### src/rtl/clk_div_pkg.sv
// Default configuration constants and phase-width helper for the clock divider / scan sequencer.
package clk_div_pkg;

    localparam int unsigned CNT_W_DEF   = 16;
    localparam int unsigned N_PHASE_DEF = 4;
    localparam int unsigned PH_W_DEF    = 3;
    localparam logic [CNT_W_DEF-1:0] DEFAULT_DIV_DEF = {CNT_W_DEF{1'b1}};

    // Minimum phase index width able to encode n phases.
    function automatic int unsigned min_ph_w(input int unsigned n);
        int unsigned w;
        w = 1;
        while ((1 << w) < n) begin
            w = w + 1;
        end
        return w;
    endfunction

endpackage

### src/rtl/scan_phase_seq.sv
// Scan phase counter with registered one-hot decode, advanced once per prescaler wrap.
module scan_phase_seq
    import clk_div_pkg::*;
#(
    parameter int unsigned N_PHASE = N_PHASE_DEF,
    parameter int unsigned PH_W    = PH_W_DEF
) (
    input  logic               clk,
    input  logic               reset,
    input  logic               adv,
    output logic [PH_W-1:0]    phase,
    output logic [N_PHASE-1:0] phase_onehot
);

    localparam logic [PH_W-1:0] LAST_PHASE = PH_W'(N_PHASE - 1);

    // Phase index: wraps from the last digit back to zero.
    always_ff @(posedge clk) begin
        if (reset) begin
            phase <= '0;
        end else if (adv) begin
            if (phase == LAST_PHASE) begin
                phase <= '0;
            end else begin
                phase <= phase + PH_W'(1);
            end
        end
    end

    // One-hot decode kept as its own register so it changes on the same edge as phase.
    always_ff @(posedge clk) begin
        if (reset) begin
            phase_onehot <= N_PHASE'(1);
        end else if (adv) begin
            phase_onehot <= {phase_onehot[N_PHASE-2:0], phase_onehot[N_PHASE-1]};
        end
    end

endmodule

### src/rtl/clk_div_scan.sv
// Programmable prescaler with shadowed divide value driving a display scan phase sequencer.
module clk_div_scan
    import clk_div_pkg::*;
#(
    parameter int unsigned      CNT_W       = CNT_W_DEF,
    parameter int unsigned      N_PHASE     = N_PHASE_DEF,
    parameter int unsigned      PH_W        = PH_W_DEF,
    parameter logic [CNT_W-1:0] DEFAULT_DIV = {CNT_W{1'b1}}
) (
    input  logic               clk,
    input  logic               reset,
    input  logic               en,
    input  logic [CNT_W-1:0]   div_val,
    input  logic               div_load,
    output logic               tick,
    output logic [PH_W-1:0]    phase,
    output logic [N_PHASE-1:0] phase_onehot,
    output logic [CNT_W-1:0]   div_active,
    output logic               load_pending
);

    logic [CNT_W-1:0] cnt;
    logic [CNT_W-1:0] shadow;
    logic             tc;

    // Terminal count: the cycle whose following edge wraps the prescaler.
    assign tc = en && (cnt == div_active);

    // Prescaler and tick strobe; cnt can never pass div_active because it wraps on equality.
    always_ff @(posedge clk) begin
        if (reset) begin
            cnt  <= '0;
            tick <= 1'b0;
        end else begin
            tick <= tc;
            if (tc) begin
                cnt <= '0;
            end else if (en) begin
                cnt <= cnt + CNT_W'(1);
            end
        end
    end

    // Shadowed divide value: new values take effect only at a wrap, a strobe on the wrap applies directly.
    always_ff @(posedge clk) begin
        if (reset) begin
            div_active   <= DEFAULT_DIV;
            shadow       <= DEFAULT_DIV;
            load_pending <= 1'b0;
        end else if (tc && div_load) begin
            div_active   <= div_val;
            shadow       <= div_val;
            load_pending <= 1'b0;
        end else if (tc && load_pending) begin
            div_active   <= shadow;
            load_pending <= 1'b0;
        end else if (div_load) begin
            shadow       <= div_val;
            load_pending <= 1'b1;
        end
    end

    scan_phase_seq #(
        .N_PHASE (N_PHASE),
        .PH_W    (PH_W)
    ) u_phase (
        .clk          (clk),
        .reset        (reset),
        .adv          (tc),
        .phase        (phase),
        .phase_onehot (phase_onehot)
    );

endmodule

### config.mk
export PLATFORM = sky130hd
export DESIGN_NAME = clk_div_scan
export DESIGN_NICKNAME = d
export VERILOG_FILES = /design/src/rtl/clk_div_pkg.sv /design/src/rtl/scan_phase_seq.sv /design/src/rtl/clk_div_scan.sv
export SDC_FILE = /design/constraint.sdc
export NUM_CORES = 1
export LEC_CHECK = 0
export ABC_AREA = 1
export BUFFER_PORTS_ARGS = -buffer_cell sky130_fd_sc_hd__buf_4
export CORE_MARGIN = 2
export CORE_UTILIZATION = 51
export CTS_CLUSTER_DIAMETER = 50
export DETAILED_ROUTE_END_ITERATION = 6
export GPL_TIMING_DRIVEN = 0
export PLACE_DENSITY_LB_ADDON = 0.05
export SETUP_SLACK_MARGIN = 0.05
export SYNTH_ARGS = -nofsm -noshare
export SYNTH_HDL_FRONTEND = slang
export SYNTH_HIERARCHICAL = 1
export SYNTH_SLANG_ARGS = --single-unit
### constraint.sdc
create_clock -name clk -period 1.43 [get_ports clk]
set_input_delay 0.286 -clock clk [delete_from_list [all_inputs] [get_ports clk]]
set_output_delay 0.286 -clock clk [all_outputs]
set_load 0.01 [all_outputs]
==> impl_metrics.ini, run 1 <==
[logic_synthesis]
synth_seq_area_share_pct = 40.4
synth_area_mm2 = 0.00283
synth_area_leaders = dfxtp_1 40%, nand2_1 16%, nand3_1 9.7%
synth_common_cells = 119 x nand2_1, 57 x dfxtp_1, 55 x nand3_1
synth-edff-count = 0
ys_types = 32
syn_area_per_cell_um2 = 6.79
async_flop_share_pct = 0
synth.most_common_cell = nand2_1
synth_nets = 438
ys_warn_count = 6
synth_cells = 416
ys.flop_type = dfxtp_1
synth_seq_cells = 57
yosys.area.top_type = dfxtp_1
synth_top_area_share_pct = 40.4

[setup_path]
start_kind = flop
worstSetupPathType = reg -> reg
worst-endpoint-arrival_ns = 1.97
end_kind = flop
crit_buf_inv = 5
cp_slowest_stage_delay_ns = 0.36
critPathTopFamily = simple AND/OR/NAND/NOR gates
worst-path-max-fanout = 5
required_ns = 1.66
worstPathCellList = buf_6 > inv_2 > nand2_2 > nand2_1 > or3_1 > nor2_1 > nand3_1 > inv_2 > buf_6 > inv_6 > nor2_2 > nor2_1
critPathSlowestCell = or3_1

[global_routing]
grt_max_degree = 11
antenna_found_initial = 0
grt_pass1_wl_um = 12700
grt_usage_pct = 26.5
grt_pass1_vias = 2800
grt_overflow = 0

[floorplanning]
dieArea_mm2 = 0.00615
die_h_um = 78.4
die_w_um = 78.4
core_area_mm2 = 0.00544
ios = 45
start_util_pct = 52.0
fp-row-count = 27

[drt]
dr.pass1.iters = 5
first_iter_violations = 188
ant_nets = 0
wirelength_um = 8200
avgRoutedWirePerCell_um = 14.3
drt-vias-per-instance = 5.24
drc = 0
num_vias = 2995

[timing]
clock_skew_ns = 0.0111
period_needed_ns = 1.74
tightestPinTransition_ns = 0.537
max_slew_margin_pct = 64.2
rsz0062_at_grt = true
hold_violations = 0
hold_ws_ns = 0.181
drv_slew = 0
timing.fmax_ghz = 0.576
setup_viol = 41
finalCritPeriodShare_pct = 121
fin_ws_ns = -0.306

[layout]
nFillCells = 409
n_antenna_cell = 0
finish.instance_area_mm2 = 0.00409
syn_to_final_growth_pct = 44.7
num-nets-final = 517
instances_no_fill = 572
layout-drive-gt1-share_pct = 39.6

[pwr]
power.density_mw_per_mm2 = 834
vdd_drop_max_mv = 0.605
p_leak_nw = 1.82

[flow_run]
maxCapViolations = 0

[cts]
htreeDepth = 3
clk_latency_ns = 0.34
cts_root_buf = clkbuf_8
clk_path_buf_depth = 2
hold_buffers = 0
cts_made_buffers = 9
clock-sinks = 57
cts.clk_slew.worst_paths_ns = 0.07
cts_tree = built

[place]
placed_cells = 531
port_buffers = 43
place_area_mm2 = 0.00331
hpwl_um = 5060
routabilityCongestion = 0.949
place_ws_ns = -0.249

[status]
violations = negative setup slack
status = complete, but fails checks

[min_path]
hp-class = in -> reg
[per-layer routing]
metal | global-route usage, % | vias up | part of all wire [%]
met2 | 44.1 | 94 | 50
met4 | 11.9 | 0 | 2.2
met3 | 6.21 | 20 | 6.1
li1 | - | 1495 | -
met1 | 32.6 | 1386 | 42
met5 | 0 | - | 0
[layout make-up]
cell class	instances	area (um^2)	area share, %
Multi-Input combinational cell	296	1720	42.1
Clock inverter	3	40.0	0.979
Timing Repair Buffer	67	621	15.2
Inverter	50	193	4.71
Tap cell	72	90.1	2.20
Sequential cell	57	1180	28.9
Buffer	14	93.8	2.29
Clock buffer	13	149	3.64
[logic make-up (layout without fill, tap and decap cells)]
group | after synthesis | after routing | share of synthesized area, %
adders and majority gates | 2 | 2 | 0.885
DFF | 57 | 57 | 40.4
AOI/OAI and AO/OA | 41 | 41 | 7.48
xor gates and xnor gates | 8 | 8 | 2.48
and+or+nand+nor | 243 | 245 | 39.1
buffers and inverters | 65 | 147 | 9.69
[registers in the layout, summed over array words and instances (netlist names)]
register / cells
u_phase/phase: 3
tick: 1
u_phase/phase_onehot: 4
shadow: 16
load_pending: 1
div_active: 16
cnt: 16
[where the power goes]
group          switching, W  internal [W]  total (W)  leakage [nW]
clock              0.000632      0.000849    0.00148        0.0974
combinational      0.000167      0.000122   0.000289          1.25
sequential        0.0000217       0.00162    0.00164         0.469
[through the flow]
step | utilization, % | power (W) | setup TNS (ns)
6_report | 75.2 | 0.00341 | -8.62
4_1_cts | 71.3 | 0.00341 | -6.30
3_3_place_gp | 60.8 | 0.00190 | -7.71
5_1_grt | 75.2 | 0.00353 | -11.96
2_1_floorplan | - | 0.00182 | -0.404
3_5_place_dp | 60.8 | 0.00190 | -8.51
[layout by cell type, fill, tap and decap left out, types with 17 or more instances in the layout]
master / netlist / layout
nand2_1: 119 / 104
buf_4: 2 / 55
inv_1: 44 / 39
nand3_1: 55 / 35
dfxtp_1: 57 / 35
nor2_1: 39 / 24
nand3_2: 0 / 20
a21oi_1: 24 / 19
nand2_2: 5 / 18
dfxtp_2: 0 / 17
[path summary, 6_finish.rpt]
check              from               end  slack (ns)  cells past startpoint
min reg2reg  shadow[10]        shadow[10]        0.46                      2
max reg2reg      cnt[6]  u_phase/phase[1]       -0.31                     12
max              cnt[6]  u_phase/phase[1]       -0.31                     12
min          div_val[4]         shadow[4]        0.18                      3
[worst min-delay path, cell delays in order]
cell and delay (ns):
buf_4 0.08, nand2_1 0.05, nand3_1 0.07
[what timing repair did]
item | in CTS | in global routing
gates cloned | 6 | 0
gates resized for setup | 27 | 74
pin swaps | 13 | 23
setup endpoints to repair | 40 | 41
buffers inserted | 20 | 2
No activity file was read; power rests on OpenSTA's default activity.
==> run 2, diff against run 1 <==
- SYNTH_HIERARCHICAL: 1 -> unset
==> run 2 against run 1 <==
  * The run still ends with negative setup slack left
  * Worst setup slack better by 0.11 ns
  * Non-clock buffer count is 18 higher
  * Count of clock-buffer cells in the layout is 1 lower
==> impl_metrics.ini, run 2 <==
[status]
status = complete, but fails checks
violations = negative setup slack

[cts]
cts_root_buf = clkbuf_8
cts_tree = built
clk_path_buf_depth = 2
cts.clk_slew.worst_paths_ns = 0.07
clock-sinks = 57
cts_made_buffers = 9
htreeDepth = 3
hold_buffers = 0
clk_latency_ns = 0.35

[global_routing]
grt_pass1_vias = 2808
grt_overflow = 0
grt_max_degree = 11
grt_pass1_wl_um = 12900
grt_usage_pct = 26.6
antenna_found_initial = 0

[drt]
drt-vias-per-instance = 5.49
ant_nets = 0
dr.pass1.iters = 6
wirelength_um = 9430
drc = 0
num_vias = 3227
first_iter_violations = 207
avgRoutedWirePerCell_um = 16.0

[pwr]
power.density_mw_per_mm2 = 746
p_leak_nw = 2.05
vdd_drop_max_mv = 0.689

[logic_synthesis]
ys.flop_type = dfxtp_1
synth-edff-count = 0
synth.most_common_cell = nand2_1
async_flop_share_pct = 0
synth_area_leaders = dfxtp_1 40%, nand2_1 19%, nand3_1 8.4%
synth_seq_cells = 57
synth_cells = 415
synth_area_mm2 = 0.00287
yosys.area.top_type = dfxtp_1
synth_common_cells = 145 x nand2_1, 57 x dfxtp_1, 48 x nand3_1
synth_top_area_share_pct = 39.8
syn_area_per_cell_um2 = 6.91
ys_warn_count = 0
synth_nets = 437
synth_seq_area_share_pct = 39.8
ys_types = 29

[timing]
rsz0062_at_grt = true
hold_violations = 0
tightestPinTransition_ns = 0.676
finalCritPeriodShare_pct = 114
setup_viol = 40
fin_ws_ns = -0.195
period_needed_ns = 1.63
tns_ns = -5.03
drv_slew = 0
timing.fmax_ghz = 0.615
max_slew_margin_pct = 54.9
clock_skew_ns = 0.0136

[layout]
top_regs = cnt x16, div_active x16, shadow x16
final_common_cell = nand2_1
syn_to_final_growth_pct = 54.1
n_antenna_cell = 0
final_cell_mix = 102 x nand2_1, 68 x buf_4, 40 x nand2_2
layout-drive-gt1-share_pct = 51.6
instances_no_fill = 588
num-nets-final = 534

[place]
routabilityCongestion = 0.829
port_buffers = 42
place_ws_ns = -0.231
hpwl_um = 5210
placed_cells = 529

[setup_path]
startpoint = cnt[3]
start_kind = flop
required_ns = 1.64
r2r_setup_slack_ns = -0.20
worst-path-max-fanout = 5
end_kind = flop
rr_worst_depth = 10
r2r_end = div_active[6]
worstSetupPathType = reg -> reg
worst-endpoint-arrival_ns = 1.83
r2r-start = cnt[3]

[floorplanning]
die_w_um = 79.0
die_h_um = 79.0
ios = 45
core_area_mm2 = 0.00547
start_util_pct = 52.4
fp-row-count = 27
dieArea_mm2 = 0.00624

[min_path]
hold_depth = 2
hp-class = in -> reg
hp-start = reset
whs_endpoint = tick

[flow_run]
maxCapViolations = 0
run 2: kinds of logic after synthesis:
kind of cell	synth area share, %
flip-flops	39.8
buffers and inverters	8.42
AND/OR/NAND/NOR	44.7
XOR/XNOR	3.97
adder cells (fa/ha/maj)	0.873
AO/OA/AOI/OAI	2.23
run 2: layout make-up:
cell class / count / area [um^2]
buffer: 13 / 92.6
clock buffer: 12 / 165
clock inverter: 3 / 15.0
fill: 355 / 1060
inverter: 43 / 166
multi-input combinational: 302 / 1920
sequential: 57 / 1220
tap: 72 / 90.1
timing repair buffer: 86 / 748
run 2: how the worst max path moves through the flow:
stage / end
final: div_active[6]
after global routing: div_active[6]
after CTS: u_phase.phase[1]
after detailed placement: cnt[1]
after global placement: load_pending
after floorplan: cnt[14]
run 2: report_power, final:
part / total [W] / switching (W) / internal [W]
Sequential: 0.00162 / 0.0000177 / 0.00160
Clock: 0.00141 / 0.000660 / 0.000751
Combinational: 0.000268 / 0.000159 / 0.000109
Total: 0.00330 / 0.000837 / 0.00246
run 2: critical path, cell delays in order (launching register included):
cell and delay (ns):
dfxtp_4 0.37, inv_2 0.05, nand2_2 0.09, nand2_1 0.08, nor2_2 0.15, nand2_2 0.09, nor2_4 0.15, nand4_4 0.18
buf_6 0.19, nand2_2 0.06, nand3_1 0.08
run 2: per-stage QoR:
| step | util, % | instance area, um^2 | power (W) | hold WS (ns) |
|---|---|---|---|---|
| floorplan | - | 2920 | 0.00180 | 0.353 |
| global placement | 60.7 | 3320 | 0.00188 | 0.432 |
| detailed placement | 60.7 | 3320 | 0.00189 | 0.438 |
| CTS | 73.9 | 4050 | 0.00325 | 0.141 |
| global route | 80.7 | 4420 | 0.00339 | 0.143 |
| finish | 80.7 | 4420 | 0.00330 | 0.132 |
run 2: repair_timing:
action                                  4_1_cts  5_1_grt
cloned                                        3        1
setup buffers                                31        9
pin swaps                                    42       30
resized for setup                            90       80
endpoints found under the setup margin       40       41
run 2: layer usage:
| layer | routed length [um] | share of wire (%) | vias to the layer above | global-route usage [%] |
|---|---|---|---|---|
| met4 | 291 | 3.1 | 0 | 12.2 |
| li1 | - | - | 1532 | - |
| met2 | 4710 | 50 | 163 | 44.6 |
| met5 | 0 | 0 | - | 0 |
| met3 | 567 | 6.0 | 36 | 3.86 |
| met1 | 3860 | 41 | 1496 | 33.9 |
